## config.mk

```make
export PLATFORM = sky130hd
export DESIGN_NAME = sap_ram_loader
export DESIGN_NICKNAME = d
export VERILOG_FILES = /design/src/rtl/sap_ram_loader.sv
export SDC_FILE = /design/constraint.sdc
export NUM_CORES = 1
export LEC_CHECK = 0
export CORE_MARGIN = 2
export CORE_UTILIZATION = 55
export DETAILED_ROUTE_END_ITERATION = 8
export GPL_ROUTABILITY_DRIVEN = 0
export HOLD_SLACK_MARGIN = 0.06
export PLACE_DENSITY = 0.74
export SYNTH_ARGS = -nofsm -noshare
export SYNTH_HDL_FRONTEND = slang
export SYNTH_SLANG_ARGS = --single-unit
```

## constraint.sdc

```tcl
create_clock -name CLK -period 2.4 [get_ports CLK]
set_input_delay 0.72 -clock CLK [delete_from_list [all_inputs] [get_ports CLK]]
set_output_delay 0.72 -clock CLK [all_outputs]
set_load 0.03 [all_outputs]
```

## src/rtl/sap_ram_loader.sv

```systemverilog
// SAP-1 program/data RAM with active-low bus strobes and a registered read port,
// plus a sequential valid/ready program loader and a bulk-clear engine.
module sap_ram_loader #(
    parameter int unsigned       ADDR_W  = 4,
    parameter int unsigned       DATA_W  = 8,
    parameter logic [DATA_W-1:0] CLR_VAL = '0
) (
    input  logic              CLK,
    input  logic              RST,
    input  logic              nCe,
    input  logic              nrd,
    input  logic              nwr,
    input  logic [ADDR_W-1:0] addr,
    input  logic [DATA_W-1:0] data_in,
    output logic [DATA_W-1:0] data_out,
    output logic              data_oe,
    output logic              bus_err,
    input  logic              prog_start,
    input  logic              prog_abort,
    input  logic              prog_valid,
    input  logic [DATA_W-1:0] prog_data,
    output logic              prog_ready,
    input  logic              clr_start,
    output logic              busy,
    output logic              done
);

    localparam int unsigned       DEPTH    = 2 ** ADDR_W;
    localparam logic [ADDR_W-1:0] LAST_PTR = ADDR_W'(DEPTH - 1);

    typedef enum logic [1:0] {
        IDLE,
        PROG,
        CLEAR
    } state_t;

    state_t            state;
    logic [ADDR_W-1:0] ptr;
    logic [DATA_W-1:0] mem [DEPTH];

    logic              bus_sel;
    logic              bus_wr;
    logic              bus_rd;
    logic              bus_conflict;
    logic              mem_we;
    logic [ADDR_W-1:0] mem_waddr;
    logic [DATA_W-1:0] mem_wdata;

    // The run-mode bus is only decoded while no engine owns the memory.
    assign bus_sel      = (state == IDLE) && !nCe;
    assign bus_wr       = bus_sel && !nwr &&  nrd;
    assign bus_rd       = bus_sel && !nrd &&  nwr;
    assign bus_conflict = bus_sel && !nrd && !nwr;

    assign busy       = (state != IDLE);
    assign prog_ready = (state == PROG);

    // Single write port shared by the bus, the loader and the clear engine.
    always_comb begin
        mem_we    = 1'b0;
        mem_waddr = addr;
        mem_wdata = data_in;
        unique case (state)
            IDLE: mem_we = bus_wr;
            PROG: begin
                mem_we    = prog_valid && !prog_abort;
                mem_waddr = ptr;
                mem_wdata = prog_data;
            end
            CLEAR: begin
                mem_we    = 1'b1;
                mem_waddr = ptr;
                mem_wdata = CLR_VAL;
            end
            default: mem_we = 1'b0;
        endcase
    end

    always_ff @(posedge CLK) begin
        if (mem_we) begin
            mem[mem_waddr] <= mem_wdata;
        end
    end

    always_ff @(posedge CLK or posedge RST) begin
        if (RST) begin
            state    <= IDLE;
            ptr      <= '0;
            data_out <= '0;
            data_oe  <= 1'b0;
            bus_err  <= 1'b0;
            done     <= 1'b0;
        end else begin
            done    <= 1'b0;
            bus_err <= 1'b0;
            data_oe <= 1'b0;
            unique case (state)
                IDLE: begin
                    if (bus_rd) begin
                        data_out <= mem[addr];
                        data_oe  <= 1'b1;
                    end
                    bus_err <= bus_conflict;
                    ptr     <= '0;
                    if (clr_start) begin
                        state <= CLEAR;
                    end else if (prog_start) begin
                        state <= PROG;
                    end
                end
                PROG: begin
                    // Abort outranks a word presented in the same cycle.
                    if (prog_abort) begin
                        state <= IDLE;
                    end else if (prog_valid) begin
                        ptr <= ptr + 1'b1;
                        if (ptr == LAST_PTR) begin
                            done  <= 1'b1;
                            state <= IDLE;
                        end
                    end
                end
                CLEAR: begin
                    ptr <= ptr + 1'b1;
                    if (ptr == LAST_PTR) begin
                        done  <= 1'b1;
                        state <= IDLE;
                    end
                end
                default: state <= IDLE;
            endcase
        end
    end

endmodule

```

== Word-level counts from Yosys, hierarchy flattened ==
Memory sizes are Yosys's and may differ from the RTL's. A register that Yosys moved wholly into a read port is not among the register bits.
Cells that the tools add are included.
Storage, ports and cells
  flip-flop bits (word level): 9
  RAM bits: 128
  input port bits: 29
  output and inout port bits: 13
  logic and storage cells: 53
  memories kept: 1
Cells by class
  add/sub/neg operators: 1
  eq/ne operators: 7
  muxes and demuxes: 21
  reduce and logical (&&, ||, !) cells: 18
Memory list
  mem: depth 16, width 8, read ports 1, clocked after memory_dff 1, wr ports 1, RTL line 39  | logic [DATA_W-1:0] mem [DEPTH];
Operators by type and width (number)
  8-bit case mux with 2 select lines: 1
  4-bit 2-to-1 mux: 3
  4-bit case mux with 3 select lines: 1
  2-bit 2-to-1 mux: 5
  1-bit 2-to-1 mux: 8
  1-bit logical AND: 7
  3-bit != test (second input constant): 2
  2-bit case mux with 3 select lines: 1
  4-bit by 1-bit adder with 4-bit output (second input constant): 1
  4-bit equality test (second input constant): 1
  1-bit logical NOT: 4
  2-bit != test (second input constant): 2
  2-bit AND reduction: 2
  1-bit case mux with 3 select lines: 1
  3-bit AND reduction: 1
  3-bit nonzero test: 1
  2-bit by 1-bit equality test with 1-bit output (second input constant): 1
  2-bit equality test (second input constant): 1
  2-bit logical NOT: 1
  1-bit case mux with 2 select lines: 1
  2-bit nonzero test: 1
  2-bit OR reduction: 1

== Logic depth before layout (Yosys ltp) ==
Gate-level depths: netlist (run 1).
  word-level depth: 7
  mapped depth: 8
  gate-level depth less buffers: 6

== Worst setup path before layout (run 1) ==
Ideal clock, no wire load.
  path type: flip-flop to flip-flop
  from: reg state[1]
  to: mem mem[7][0], enable pin
  library setup time: 370 ps
  data arrival time: 1873 ps
  required time: 2030 ps
  slack: 157 ps
  stages on the path, launching flop included: 7
  path buffers: 0
  clock period less this slack: 2243 ps
  path through: dfrtp_1 > inv_1 > ha_1 > nand3b_1 > a31oi_1 > nand3_1 > nor2_1
Between the ends
  elaborated cells on any way between the ends: 11
  classes of those cells: 2 x eq/ne; 4 x mux; 5 x reduce/logical
RTL lines
  start, declared: RTL line 37  | state_t state;
  start signal, assigned: RTL line 87  | state <= IDLE;
  start signal, assigned: RTL line 106  | state <= CLEAR;
  start signal, assigned: RTL line 108  | state <= PROG;
  2-bit by 1-bit equality test with 1-bit output *
  named net prog_ready: RTL line 22  | output logic prog_ready,
  1-bit case mux with 3 select lines: RTL line 63  | unique case (state)
  1-bit 2-to-1 mux: RTL line 80  | if (mem_we) begin
  1-bit 2-to-1 mux (implied by the code): RTL line 81  | mem[mem_waddr] <= mem_wdata;
  end, declared: RTL line 39
Mark *: on every way through the listed nets, which the timed path passes. The rest lies on a longest branch.

== Final worst setup path (run 1) ==
  from: reg data_out[5], read port of mem
  to: out data_out[5]
RTL lines
  start, declared: RTL line 15  | output logic [DATA_W-1:0] data_out,
No word-level cell between the ends.

==> results of run 1 <==
==> path summary, 6_finish.rpt <==
path	start	endpoint	slack, ns	cells past startpoint
hold reg to reg	data_out[5]	data_out[5]	0.51	1
min in group asynchronous	RST	data_out[0]	0.58	2
max in group asynchronous	RST	ptr[1]	1.40	2
setup reg to reg	state[1]	mem[14][6]	0.24	6
setup / recovery	data_out[5]	data_out[5]	0.09	1
hold / removal	data_out[5]	data_out[5]	0.51	1
==> flip-flops by register name (all words and copies together), names as in the netlist <==
name      count
mem         128
data_out      8
ptr           4
state         2
bus_err       1
data_oe       1
done          1
==> synth_stat cells, types with 4 or more instances <==
cell type,instances,area (µm²)
edfxtp_1,128,3840
a22o_1,8,70.1
nand3b_1,4,30.0
mux2i_1,21,210
dfrtp_1,17,425
clkbuf_1,8,30.0
mux4_2,24,541
a21oi_1,10,50.1
nand2_1,23,86.3
nor2_1,22,82.6
ha_1,6,75.1
o21ai_1,13,65.1
nand3_1,6,30.0
inv_1,14,52.6
mux4_1,6,158
buf_2,4,20.0
==> cells by family (layout without fill, tap and decap cells) <==
family / after synthesis / in the layout / synth area share
AO/OA/AOI/OAI: 41 / 41 / 0.0432
buffers and inverters: 35 / 129 / 0.0289
multiplexers: 53 / 53 / 0.154
flip-flops: 145 / 145 / 0.705
adder cells (fa/ha/maj): 6 / 6 / 0.0124
AND/OR/NAND/NOR: 71 / 71 / 0.0566
==> power by group <==
part | internal, mW | total (mW) | switching (mW)
clock | 1.49 | 2.54 | 1.05
combinational | 0.800 | 2.05 | 1.25
sequential | 3.39 | 3.51 | 0.127
==> timing repair <==
action / in CTS / in global routing
gates resized for setup: 6 / 3
endpoints found under the hold margin: 0 / 0
setup endpoints to repair: 2 / 146
pin swaps: 0 / 0
==> layout make-up <==
type                            instances  area [µm²]  share of cell area
Tap cell                              140         175              0.0234
Sequential cell                       145        4270               0.571
Timing Repair Buffer                   81         778               0.104
Multi-Input combinational cell        171        1610               0.216
Clock inverter                         14         158              0.0211
Inverter                               16        60.1             0.00804
Clock buffer                           18         418              0.0559
==> layer usage <==
metal  wire [µm]  part of all wire  track usage  up-vias
met5           0                 0            0        -
met4         274             0.022       0.0897        0
met3         927             0.076       0.0747       24
met2        5960              0.49        0.349      123
met1        5090              0.42        0.310     1736
li1            -                 -            -     1537
==> stage by stage <==
stage / utilization / setup WS [ns]
2_1_floorplan: - / 0.157
3_5_place_dp: 0.640 / -0.158
5_1_grt: 0.692 / 0.0364
4_1_cts: 0.692 / 0.0177
6_report: 0.692 / 0.0901
3_3_place_gp: 0.640 / -0.156
==> qor.yml, run 1 <==
floorplanning:
  chipWidth_um: 109
  initial_utilization: 0.561
  design.die.area_um2: 11900
  rows: 38
  ios: 42
  die_y_um: 109
  placeableCoreArea_um2: 10800
logic_synthesis:
  yosysWarningCount: 0
  asyncSetResetFlopFracSynth: 0.117
  dominantRegCellSynth: "edfxtp_1"
  syn-instance-count: 351
  postSynthRegisterBits: 145
  post_synth_instance_area_um2: 6050
  syn_nets: 386
  edff_count_synth: 128
  synth_sequential_area_ratio: 0.705
  yosysUniqueCellTypes: 42
  synth_area_per_cell_um2: 17.2
grt:
  vias_in_the_first_global_route: 3364
  grt-ovfl-total: 0
  grt_first_pass_wirelength_um: 18900
  antenna_found_initial: 0
  grt_start_max_net_pins: 28
  global_route.usage.total: 0.229
clock_network:
  clock-sinks: 145
  number_of_buffers_created_by_cts: 17
  htreeDepth: 4
  root_buffer_cell: "clkbuf_8"
  clkLatencyLatePin_ns: 0.54
  ctsHoldBuffers: 0
  clock_tree_from_tritoncts: "done"
  post_cts_buffers: 0
  clk_path_buf_depth: 2
  clk_pin_slew_worst_paths_ns: 0.06
sta:
  max_slew.worst_pin.slew_ns: 0.660
  fin_crit_ns: 2.31
  report.final.slew_viol_count: 0
  slew_headroom: 0.560
  setup-violations-final: 0
  layout_worst_path_cycle_share: 0.962
  max_freq_mhz: 433
  finClkSkew_ns: 0.00809
  endpoints_failing_hold: 0
  setup_tns_ns: 0
  rsz0062_at_grt: "false"
  fin_worst_hold_slack_ns: 0.510
status:
  result_of_the_run: "finished clean"
routing:
  route.detailed.drc: 0
  wl_per_cell_um: 20.9
  routed_via_count: 3420
  dr.first_iter.drc_count: 326
  post_drt_via_cell_ratio: 5.85
  ant_nets: 0
  drt_pre_antenna_iters: 5
  finalWirelength_um: 12200
worst_setup_path:
  critPathArrivalTime_ns: 1.59
  startpoint_type: "register"
  path_cells: "clkdlybuf4s50_1"
  path_buf_inv: 1
  critPathRequiredTime_ns: 1.68
  critPathSlowestCell: "clkdlybuf4s50_1"
  crit_path_max_cell_delay_ns: 0.70
  critical_path.endpoint_type: "output pin"
  critical_path_fanout_max: 2
  crit_type: "reg -> out"
  cp_top_family: "buffers and inverters"
power_and_ir_drop:
  power_density_nw_per_um2: 1090
  design_power_total_mw: 8.11
  p_leak_nw: 2.71
  irDropWorstVdd_v: 0.000797
place:
  placedInstanceArea_um2: 6900
  place.detailed.instances: 553
  dp_hpwl_um: 8060
  port_buffers: 41
final_layout:
  layout-area-overhead-vs-synth_pct: 23.4
  final_cells: 585
  diodes: 0
  finished_layout_cell_area_um2: 7470
  post_route_cells_drive_above_1_share: 0.234
  mostFrequentLayoutCell: "edfxtp_1"
  mostFrequentLayoutCells: "edfxtp_1 (128), clkdlybuf4s50_1 (37), buf_4 (33)"
  filler_cell_count: 678
  fin_nets: 467
flow_run:
  maxCapViolCount: 0
hold_path:
  hp-class: "reg -> reg"
(Power assumes the default switching activity.)
==> run 2: changes to the inputs <==
--- a/config.mk
+++ b/config.mk
@@ -14,3 +14,4 @@
 export SYNTH_ARGS = -nofsm -noshare
 export SYNTH_HDL_FRONTEND = slang
 export SYNTH_SLANG_ARGS = --single-unit
+export TNS_END_PERCENT = 10
==> results of run 2 <==
No change in the layout: final DEF, timing and power equal those of run 1.
==> run 3: changes to the inputs <==
--- a/config.mk
+++ b/config.mk
@@ -5,12 +5,14 @@
 export SDC_FILE = /design/constraint.sdc
 export NUM_CORES = 1
 export LEC_CHECK = 0
+export CELL_PAD_IN_SITES_DETAIL_PLACEMENT = 1
+export CELL_PAD_IN_SITES_GLOBAL_PLACEMENT = 2
 export CORE_MARGIN = 2
-export CORE_UTILIZATION = 55
+export CORE_UTILIZATION = 44
 export DETAILED_ROUTE_END_ITERATION = 8
 export GPL_ROUTABILITY_DRIVEN = 0
 export HOLD_SLACK_MARGIN = 0.06
-export PLACE_DENSITY = 0.74
+export PLACE_DENSITY = 0.78
 export SYNTH_ARGS = -nofsm -noshare
 export SYNTH_HDL_FRONTEND = slang
 export SYNTH_SLANG_ARGS = --single-unit
==> constraint.sdc (replaced) <==
create_clock -name CLK -period 2.4 [get_ports CLK]
set_input_delay 0.24 -clock CLK [delete_from_list [all_inputs] [get_ports CLK]]
set_output_delay 0.24 -clock CLK [all_outputs]
set_load 0.03 [all_outputs]
==> qor.yml, run 3 (synthesized netlist as in run 1, its figures left out) <==
status:
  result_of_the_run: "finished clean"
grt:
  grt-ovfl-total: 0
  grt_first_pass_wirelength_um: 22200
  grt_start_max_net_pins: 31
  vias_in_the_first_global_route: 3685
  antenna_found_initial: 0
  global_route.usage.total: 0.215
sta:
  max_freq_mhz: 444
  fin_worst_hold_slack_ns: 0.227
  max_slew.worst_pin.slew_ns: 0.695
  setup_tns_ns: 0
  fin_crit_ns: 2.25
  endpoints_failing_hold: 0
  layout_setup_ws_ns: 0.150
  rsz0062_at_grt: "false"
  finClkSkew_ns: 0.00625
  report.final.slew_viol_count: 0
  setup-violations-final: 0
  layout_worst_path_cycle_share: 0.937
  slew_headroom: 0.536
final_layout:
  largest_reg_flops: 128
  largest-register: "mem"
  post_route_cells_drive_above_1_share: 0.222
  fin_nets: 463
  mostFrequentLayoutCell: "edfxtp_1"
  mostFrequentLayoutCells: "edfxtp_1 (128), clkdlybuf4s50_1 (39), buf_4 (30)"
  largestRegisters: "mem: 128 flops, data_out: 8 flops, ptr: 4 flops"
  final_core_util: 0.563
  filler_cell_count: 1247
  layout-area-overhead-vs-synth_pct: 24.0
  final_cells: 617
  finished_layout_cell_area_um2: 7510
  diodes: 0
routing:
  wl_per_cell_um: 23.4
  routed_via_count: 3450
  post_drt_via_cell_ratio: 5.59
  route.detailed.drc: 0
  finalWirelength_um: 14400
  route.layer.met1.wl_um: 6450
  ant_nets: 0
  drt_pre_antenna_iters: 4
  route.met2.wl_um: 7310
  maxUsedRoutingLayer: "met4"
  dr.first_iter.drc_count: 249
  met3_length_um: 453
clock_network:
  post_cts_buffers: 0
  number_of_buffers_created_by_cts: 17
  root_buffer_cell: "clkbuf_16"
  clock-sinks: 145
  clk_path_buf_depth: 2
  clkLatencyLatePin_ns: 0.42
  clock_tree_from_tritoncts: "done"
  htreeDepth: 4
  clk_pin_slew_worst_paths_ns: 0.06
floorplanning:
  initial_utilization: 0.454
  ios: 42
  rows: 42
  chipWidth_um: 121
  placeableCoreArea_um2: 13300
  design.die.area_um2: 14700
  die_y_um: 121
place:
  place.detailed.instances: 585
  dp_hpwl_um: 9530
  placement.setup.worst_slack_ns: 0.188
  placedInstanceArea_um2: 6910
  port_buffers: 41
power_and_ir_drop:
  p_leak_nw: 2.71
  irDropWorstVdd_v: 0.000591
  design_power_total_mw: 8.40
  power_density_nw_per_um2: 1120
worst_setup_path:
  critPathSlowestCell: "clkdlybuf4s50_1"
  crit_path_max_cell_delay_ns: 0.66
  critical_path.endpoint_type: "output pin"
  cp_top_family: "buffers and inverters"
  reg2regPathDepth: 6
  path_buf_inv: 4
  critPathArrivalTime_ns: 2.01
  critPathRequiredTime_ns: 2.16
  path_depth: 5
  path_cells: "inv_1, ha_2, buf_4, inv_2, clkdlybuf4s50_1"
  startpoint_type: "register"
  crit_type: "reg -> out"
  critical_path_fanout_max: 5
hold_path:
  hp-class: "in -> async"
flow_run:
  maxCapViolCount: 0
==> run 3: layout make-up <==
type,instances,area (µm²),area share
sequential,145,4270,0.568
timing repair buffer,77,746,0.0993
clock buffer,19,443,0.0590
clock inverter,13,159,0.0212
multi-input combinational,171,1610,0.215
tap,176,220,0.0293
inverter,16,60.1,0.00800
==> run 3: where the power goes <==
part           switching, mW  internal, mW  leakage (nW)
clock network           1.02          1.66         0.290
logic                   1.34         0.851          1.03
registers              0.149          3.39          1.39
==> run 3: metal layers <==
layer,GRT usage,vias to the layer above
li1,-,1528
met1,0.287,1838
met2,0.353,65
met3,0.0522,19
met4,0.0647,0
met5,0,-
==> run 3: path summary, 6_finish.rpt <==
kind,from,endpoint,slack [ns]
max,state[0],busy,0.15
min,RST,data_oe,0.23
max reg2reg,state[1],mem[6][3],0.28
min reg2reg,data_out[3],data_out[3],0.52
max in group asynchronous,RST,ptr[1],1.73
min in group CLK,nrd,bus_err,0.41
==> run 3: repair_timing <==
action | in CTS | in global routing
endpoints found under the setup margin | 0 | 1
hold buffers | 0 | 0
resized for setup | 0 | 1
==> edit (settings of run 2) <==
Change the parameter `DATA_W` from 8 to 6.
--- a/src/rtl/sap_ram_loader.sv
+++ b/src/rtl/sap_ram_loader.sv
@@ -2,7 +2,7 @@
 // plus a sequential valid/ready program loader and a bulk-clear engine.
 module sap_ram_loader #(
     parameter int unsigned       ADDR_W  = 4,
-    parameter int unsigned       DATA_W  = 8,
+    parameter int unsigned       DATA_W  = 6,
     parameter logic [DATA_W-1:0] CLR_VAL = '0
 ) (
     input  logic              CLK,
Ports: changed (resized data_in, data_out and prog_data); port bits go from 42 to 36. The function was not compared with the original's and may differ.
==> edit against run 2 <==
Area after synthesis decreased by 22%. Worst setup slack got worse by 56 ps. Final area fell by 23%. Clock power decreased by 57%. Wire length decreased by 22%. Total power down 32%. Sequential cell count fell by 34. Non-clock buffer count down 8. Largest cell class unchanged.
==> edit: results (changes against run 2) <==
logic_synthesis:
  synthMuxAreaShare: 0.1474  # -0.006318
  synthTopCellsByCount: "96 x edfxtp_1, 22 x nand2_1, 21 x nor2_1, 15 x dfrtp_1, 15 x inv_1"
  ys_top_cells_by_area: "edfxtp_1 61%, dfrtp_1 7.9%, mux4_2 6.7%"
  synth_edf_count: 96  # -25%
  synth_nets: 317  # -18%
  ys_seq_area_frac: 0.6893  # -0.01585
  synth_fa_ha_area_frac: 0.01588  # +0.003482
  synth-compound-area-share: 0.04447  # +0.001277
  async_flop_share: 0.1351  # +0.01789
  synth_cell_types: 38  # -9.5%
  syn_inst: 286  # -19%
hold_path:
  whs_endpoint: "data_out[1]$_DFFE_PP0P_"
  worstHoldStart: "data_out[1]$_DFFE_PP0P_"
final_layout:
  nonClkBufAreaFrac: 0.1231  # +0.01895
  non_clock_inverter_count: 15  # -1
  register_area_sq_um: 3258  # -24%
  drive_gt1_frac: 0.2563  # +0.02256
  multi_input_area_sq_um: 1385  # -14%
  nNonClkBuffers: 73  # -9.9%
  final_area_sq_um: 5732  # -23%
  clock_area_frac: 0.03405  # -0.04299
  multi_input_gates: 144  # -16%
  nets: 385  # -18%
  fill_cells: 520  # -23%
  top_regs: "mem x96, data_out x6, ptr x4"
timing:
  tightest_slew_ps: 727.1  # +67.28 ps
  fin_crit_ps: 2366  # +56.25 ps
  hold_slack_ps: 520.4  # +10.34 ps
cts:
  cts.sinks: 111  # -23%
  htree_levels: 3  # -1
  cts.reportedPaths.clkPinSlew_ps: 100  # +40 ps
  cts_buffers: 9  # -8
setup_path:
  path_max_fanout: 12  # +10
  r2r-end: "mem[7][4]$_DFFE_PP_"
  cp.arrival_ps: 2600  # +1010 ps
  crit-reg2reg-launch: "state[0]$_DFFE_PP0P_"
  r2r_cells: 8  # +2
  reg2reg_slack_ps: 80  # -160 ps
  critPathCapture: "data_out[4]$_DFFE_PP0P_"
grt:
  grtUsageMet2: 0.3232  # -0.02597
  grt_pass1_wl_um: 15240  # -19%
  use_met1: 0.3147  # +0.004221
  grt_pass1_vias: 2802  # -17%
  grt_max_degree: 23  # -18%
  grt_util_all_layers: 0.2141  # -0.01541
outcome:
  status: "complete, no violations"
place:
  hpwl_um: 6532  # -19%
  dpl_cell_area_sq_um: 5446  # -21%
  place_inst: 447  # -19%
pwr:
  leakage_nw: 2.095  # -23%
drt:
  wl_per_cell_um: 20.64  # -1.4%
  m1WireLength_um: 4263  # -16%
  drtPass1Iterations: 6  # +1
  routed_wl_um: 9576  # -22%
  wl_met2_um: 4453  # -25%
  dr_wl_met3_um: 650  # -30%
floorplan:
  core_area_sq_um: 8258  # -23%
edit: changes by cell type after synthesis, moves of 3 or more:
cell,run 2,this run
a22oi_1,0,5
edfxtp_1,128,96
a21oi_1,10,4
a22o_1,8,2
mux4_2,24,14
nand4_1,1,6
mux2_2,2,7
nand3b_1,4,1
mux4_1,6,10
o21ai_1,13,0
mux2i_1,21,4
o21ai_0,1,12
edit: critical path, cell delays in order:
cell,delay (ps)
clkdlybuf4s50_1,510
buf_12,170
mux4_1,580
mux2_2,300
a22oi_1,220
nand3_1,110
edit: cell families after synthesis:
kind of cell / Yosys count
multiplexers: 35
buffers and inverters: 31
adder cells (fa/ha/maj): 6
AO/OA/AOI/OAI: 32
AND/OR/NAND/NOR: 71
flip-flops: 111
edit: timing repair:
item	in CTS	in global routing
pin swaps	4	4
setup endpoints to repair	98	97
resized for setup	8	21
buffers inserted	0	1
edit: power by group:
group	internal (mW)	total (mW)	switching, mW
clock	0.409	1.08	0.670
sequential	2.58	2.68	0.0992
combinational	0.668	1.74	1.07
